$ cat src/rtl/dpram_rr_arbiter.sv
// Two-client front end for a 1R/1W dual-port RAM. Each RAM port has its own
// round-robin arbiter, and a return tag routes the registered read data back.
module dpram_rr_arbiter #(
  parameter int ADDR_W = 8,
  parameter int DATA_W = 32
) (
  input  logic              clk,
  input  logic              rst_n,
  input  logic              a_req,
  input  logic              a_wr,
  input  logic [ADDR_W-1:0] a_addr,
  input  logic [DATA_W-1:0] a_wdata,
  output logic              a_gnt,
  output logic              a_rvalid,
  output logic [DATA_W-1:0] a_rdata,
  input  logic              b_req,
  input  logic              b_wr,
  input  logic [ADDR_W-1:0] b_addr,
  input  logic [DATA_W-1:0] b_wdata,
  output logic              b_gnt,
  output logic              b_rvalid,
  output logic [DATA_W-1:0] b_rdata,
  output logic              ram_rd_en,
  output logic [ADDR_W-1:0] ram_rd_addr,
  input  logic [DATA_W-1:0] ram_data_out,
  output logic              ram_wr_en,
  output logic [ADDR_W-1:0] ram_wr_addr,
  output logic [DATA_W-1:0] ram_data_in
);

  typedef enum logic {
    CLI_A = 1'b0,
    CLI_B = 1'b1
  } client_e;

  client_e rd_pri_q, rd_pri_d;
  client_e wr_pri_q, wr_pri_d;
  client_e rd_who_q, rd_who_d;
  logic    rd_v_q,   rd_v_d;

  logic a_rd, b_rd, a_wq, b_wq;
  logic a_rd_gnt, b_rd_gnt, a_wr_gnt, b_wr_gnt;

  // Requests are masked by rst_n so nothing is granted while reset is held.
  always_comb begin
    a_rd     = rst_n & a_req & ~a_wr;
    b_rd     = rst_n & b_req & ~b_wr;
    a_wq     = rst_n & a_req &  a_wr;
    b_wq     = rst_n & b_req &  b_wr;
    a_rd_gnt = a_rd & (~b_rd | (rd_pri_q == CLI_A));
    b_rd_gnt = b_rd & (~a_rd | (rd_pri_q == CLI_B));
    a_wr_gnt = a_wq & (~b_wq | (wr_pri_q == CLI_A));
    b_wr_gnt = b_wq & (~a_wq | (wr_pri_q == CLI_B));
  end

  always_comb begin
    rd_pri_d = rd_pri_q;
    wr_pri_d = wr_pri_q;
    if (a_rd_gnt)      rd_pri_d = CLI_B;
    else if (b_rd_gnt) rd_pri_d = CLI_A;
    if (a_wr_gnt)      wr_pri_d = CLI_B;
    else if (b_wr_gnt) wr_pri_d = CLI_A;
    rd_v_d   = a_rd_gnt | b_rd_gnt;
    rd_who_d = b_rd_gnt ? CLI_B : CLI_A;
  end

  always_ff @(posedge clk or negedge rst_n) begin
    if (!rst_n) begin
      rd_pri_q <= CLI_A;
      wr_pri_q <= CLI_A;
      rd_who_q <= CLI_A;
      rd_v_q   <= 1'b0;
    end else begin
      rd_pri_q <= rd_pri_d;
      wr_pri_q <= wr_pri_d;
      rd_who_q <= rd_who_d;
      rd_v_q   <= rd_v_d;
    end
  end

  always_comb begin
    a_gnt       = a_rd_gnt | a_wr_gnt;
    b_gnt       = b_rd_gnt | b_wr_gnt;
    ram_rd_en   = a_rd_gnt | b_rd_gnt;
    ram_wr_en   = a_wr_gnt | b_wr_gnt;
    ram_rd_addr = '0;
    ram_wr_addr = '0;
    ram_data_in = '0;
    if (a_rd_gnt)      ram_rd_addr = a_addr;
    else if (b_rd_gnt) ram_rd_addr = b_addr;
    if (a_wr_gnt) begin
      ram_wr_addr = a_addr;
      ram_data_in = a_wdata;
    end else if (b_wr_gnt) begin
      ram_wr_addr = b_addr;
      ram_data_in = b_wdata;
    end
    a_rvalid = rd_v_q & (rd_who_q == CLI_A);
    b_rvalid = rd_v_q & (rd_who_q == CLI_B);
    a_rdata  = a_rvalid ? ram_data_out : '0;
    b_rdata  = b_rvalid ? ram_data_out : '0;
  end

endmodule

$ cat config.mk
export PLATFORM = sky130hd
export DESIGN_NAME = dpram_rr_arbiter
export DESIGN_NICKNAME = d
export VERILOG_FILES = /design/src/rtl/dpram_rr_arbiter.sv
export SDC_FILE = /design/constraint.sdc
export NUM_CORES = 1
export LEC_CHECK = 0
export ABC_AREA = 1
export CAP_MARGIN = 25
export CORE_AREA = 3 3 91 93
export DETAILED_ROUTE_END_ITERATION = 8
export DIE_AREA = 0 0 94 96
export PLACE_DENSITY = 0.69
export SLEW_MARGIN = 25
export SYNTH_ARGS = -nofsm -noshare
export SYNTH_HDL_FRONTEND = slang
export SYNTH_SLANG_ARGS = --single-unit
$ cat constraint.sdc
create_clock -name clk -period 1.25 [get_ports clk]
set_input_delay 0.125 -clock clk [delete_from_list [all_inputs] [get_ports clk]]
set_output_delay 0.125 -clock clk [all_outputs]
set_load 0.005 [all_outputs]
==> results <==
-- power by group through the flow --
stage | Clock (W) | Sequential [W] | Combinational, W
floorplan | 0 | 0.000161 | 0.000289
global placement | 0 | 0.000165 | 0.00108
detailed placement | 0 | 0.000167 | 0.00108
CTS | 0.000276 | 0.000166 | 0.00138
global route | 0.000293 | 0.000170 | 0.00166
finish | 0.000281 | 0.000169 | 0.00156
-- cells by family (layout without fill, tap and decap cells) --
logic type             after synthesis  after routing  share of synthesized area (%)
buffers and inverters               65            359                           19.2
AO/OA/AOI/OAI                        2              2                          0.733
AND/OR/NAND/NOR                    228            228                           72.8
flip-flops                           4              4                           7.33
-- what timing repair did --
action                     in CTS  in global routing
gates resized for setup       525                195
gates cloned                   13                  6
setup buffers                  35                  7
setup endpoints to repair     120                110
hold endpoints to repair        4                  0
hold buffers                    1                  0
pin swaps                      18                 22
-- area by class of cell --
class                           instances  area [µm²]  area share [%]
Multi-Input combinational cell        230        1680            32.7
Clock buffer                            3        41.3           0.806
Inverter                               42         168            3.27
Tap cell                              102         128            2.49
Timing Repair Buffer                  314        3010            58.7
Sequential cell                         4         101            1.98
-- state kept, by name (all words and copies together) (netlist names) --
signal	count
rd_v_q	1
rd_who_q	1
rd_pri_q	1
wr_pri_q	1
-- worst paths after layout --
kind                            startpoint               to  slack (ns)
worst max-delay path              wr_pri_q  ram_data_in[29]       -0.32
worst min register to register    rd_pri_q         rd_pri_q        0.66
min in group clk                     rst_n           rd_v_q        0.55
worst max register to register    rd_pri_q         rd_who_q        0.09
worst min-delay path                 rst_n         rd_who_q        0.45
max in group asynchronous            rst_n           rd_v_q        0.60
-- per-stage QoR --
stage          TNS, ns  power [W]  instance area, µm²
2_1_floorplan        0   0.000450                1370
3_3_place_gp    -48.97    0.00124                4000
3_5_place_dp    -50.62    0.00125                4000
4_1_cts         -18.89    0.00183                4650
5_1_grt         -22.46    0.00212                5120
6_report        -16.66    0.00201                5120
-- synth_stat cells --
| cell type | number |
|---|---|
| o21ai_0 | 2 |
| nand2_1 | 61 |
| buf_2 | 14 |
| dfrtp_1 | 4 |
| nor2_2 | 2 |
| nand3_1 | 96 |
| inv_1 | 42 |
| nor2_4 | 1 |
| nand4_1 | 2 |
| clkbuf_1 | 9 |
| nor2_1 | 66 |
-- per-layer routing --
metal / up-vias / track usage (%) / wire length (µm)
met3: 22 / 4.30 / 1150
met1: 1470 / 23.9 / 4030
met5: - / 0 / 0
met4: 0 / 5.29 / 222
met2: 188 / 45.9 / 6530
li1: 1536 / - / -
-- critical path, stage by stage, from the launching register on --
cell and delay, ns:
dfrtp_1 0.36, nand4_1 0.18, buf_6 0.21, buf_16 0.14, buf_8 0.12, nand3_2 0.04, nand2_1 0.05, buf_2 0.12
==> metrics.yaml <==
yosys_register_bits: 4
syn-instance-count: 299
io_pins: 236
grt_first_pass_wirelength_um: 16100
setup_viol_count_final: 118
utilization_pct: 67.3
die_w_um: 94
rsz0062_at_grt: "true"
postRouteAntennaNets: 0
ys_warn_count: 0
die_y_um: 96
synthTopCellsByArea: "nand3_1, nor2_1, nand2_1, inv_1, dfrtp_1"
final_cell_mix: "clkdlybuf4s50_1, buf_2, nand3_1, nand3_2, nand2_1"
p_seq_share_pct: 8.4
clk_latency_ns: 0.22
ys_types: 11
worst_pin_slew_ns: 0.240
final_common_cell: "clkdlybuf4s50_1"
hold_viol: 0
hold_slack_ns: 0.449
postSynthNetCount: 417
clk_pin_slew_ns: 0.03
finalCriticalPeriod_ns: 1.57
drv_cap: 0
final_cells: 695
crit_type: "reg2out"
avgSynthCellArea_um2: 4.57
cts_root_buf: "clkbuf_8"
wl_um: 11900
synthToLayoutAreaGrowth_pct: 275
grt_max_degree: 26
gp_congestion: 0.893
arrival_ns: 1.44
cp_max_fo: 5
initial_utilization_pct: 17.9
pwr-share-comb_pct: 77.6
hpwl_um: 7120
power.leakage_nw: 2.63
antenna_found_initial: 0
cts_buffers: 3
p_per_area_nw_per_um2: 393
status: "finished, violations left"
wl_per_cell_um: 17.2
dp_slack_ns: -0.742
die_area_um2: 9020
fmax_ghz: 0.638
port-buffer-count: 235
cts_tree: "yes"
clock_power_share_pct: 14.0
core_area_um2: 7610
hold_path.class: "in2async"
r2r_cells: 8
h-tree-depth: 1
cp.required_ns: 1.12
avgViaCountPerCell: 4.63
timing.final.ws_setup_ns: -0.317
placementRows: 32
max-slew-margin-rel_pct: 83.9
clock-sinks: 4
crit_path_end_kind: "primary output"
fin_nets: 713
violations: "setup timing"
min_period_over_period_pct: 125
grt.total_usage_pct: 22.7
gr-total-overflow: 0
num_vias: 3216
grt_pass1_vias: 3163
place_inst: 637
p_sw_share_pct: 37.1
ir_drop_uv: 385
maxSlewViolCount: 0
cp-start-kind: "flip-flop"
dr.pass1.iters: 4
net-switching-power_w: 0.000747
cts_buffer_depth: 2
synth_top_cell_area_share_pct: 35.2
diodes: 0
drt-initial-drc-count: 75
internal_power_w: 0.00126
syn-cell-area_um2: 1370
yosysSeqAreaShare_pct: 7.33
drive_gt1_share_pct: 55.5
drc: 0
fin_skew_ns: 0.000496
nFillCells: 641
yosys.area.top_type: "nand3_1"
(Power assumes the default switching activity.)
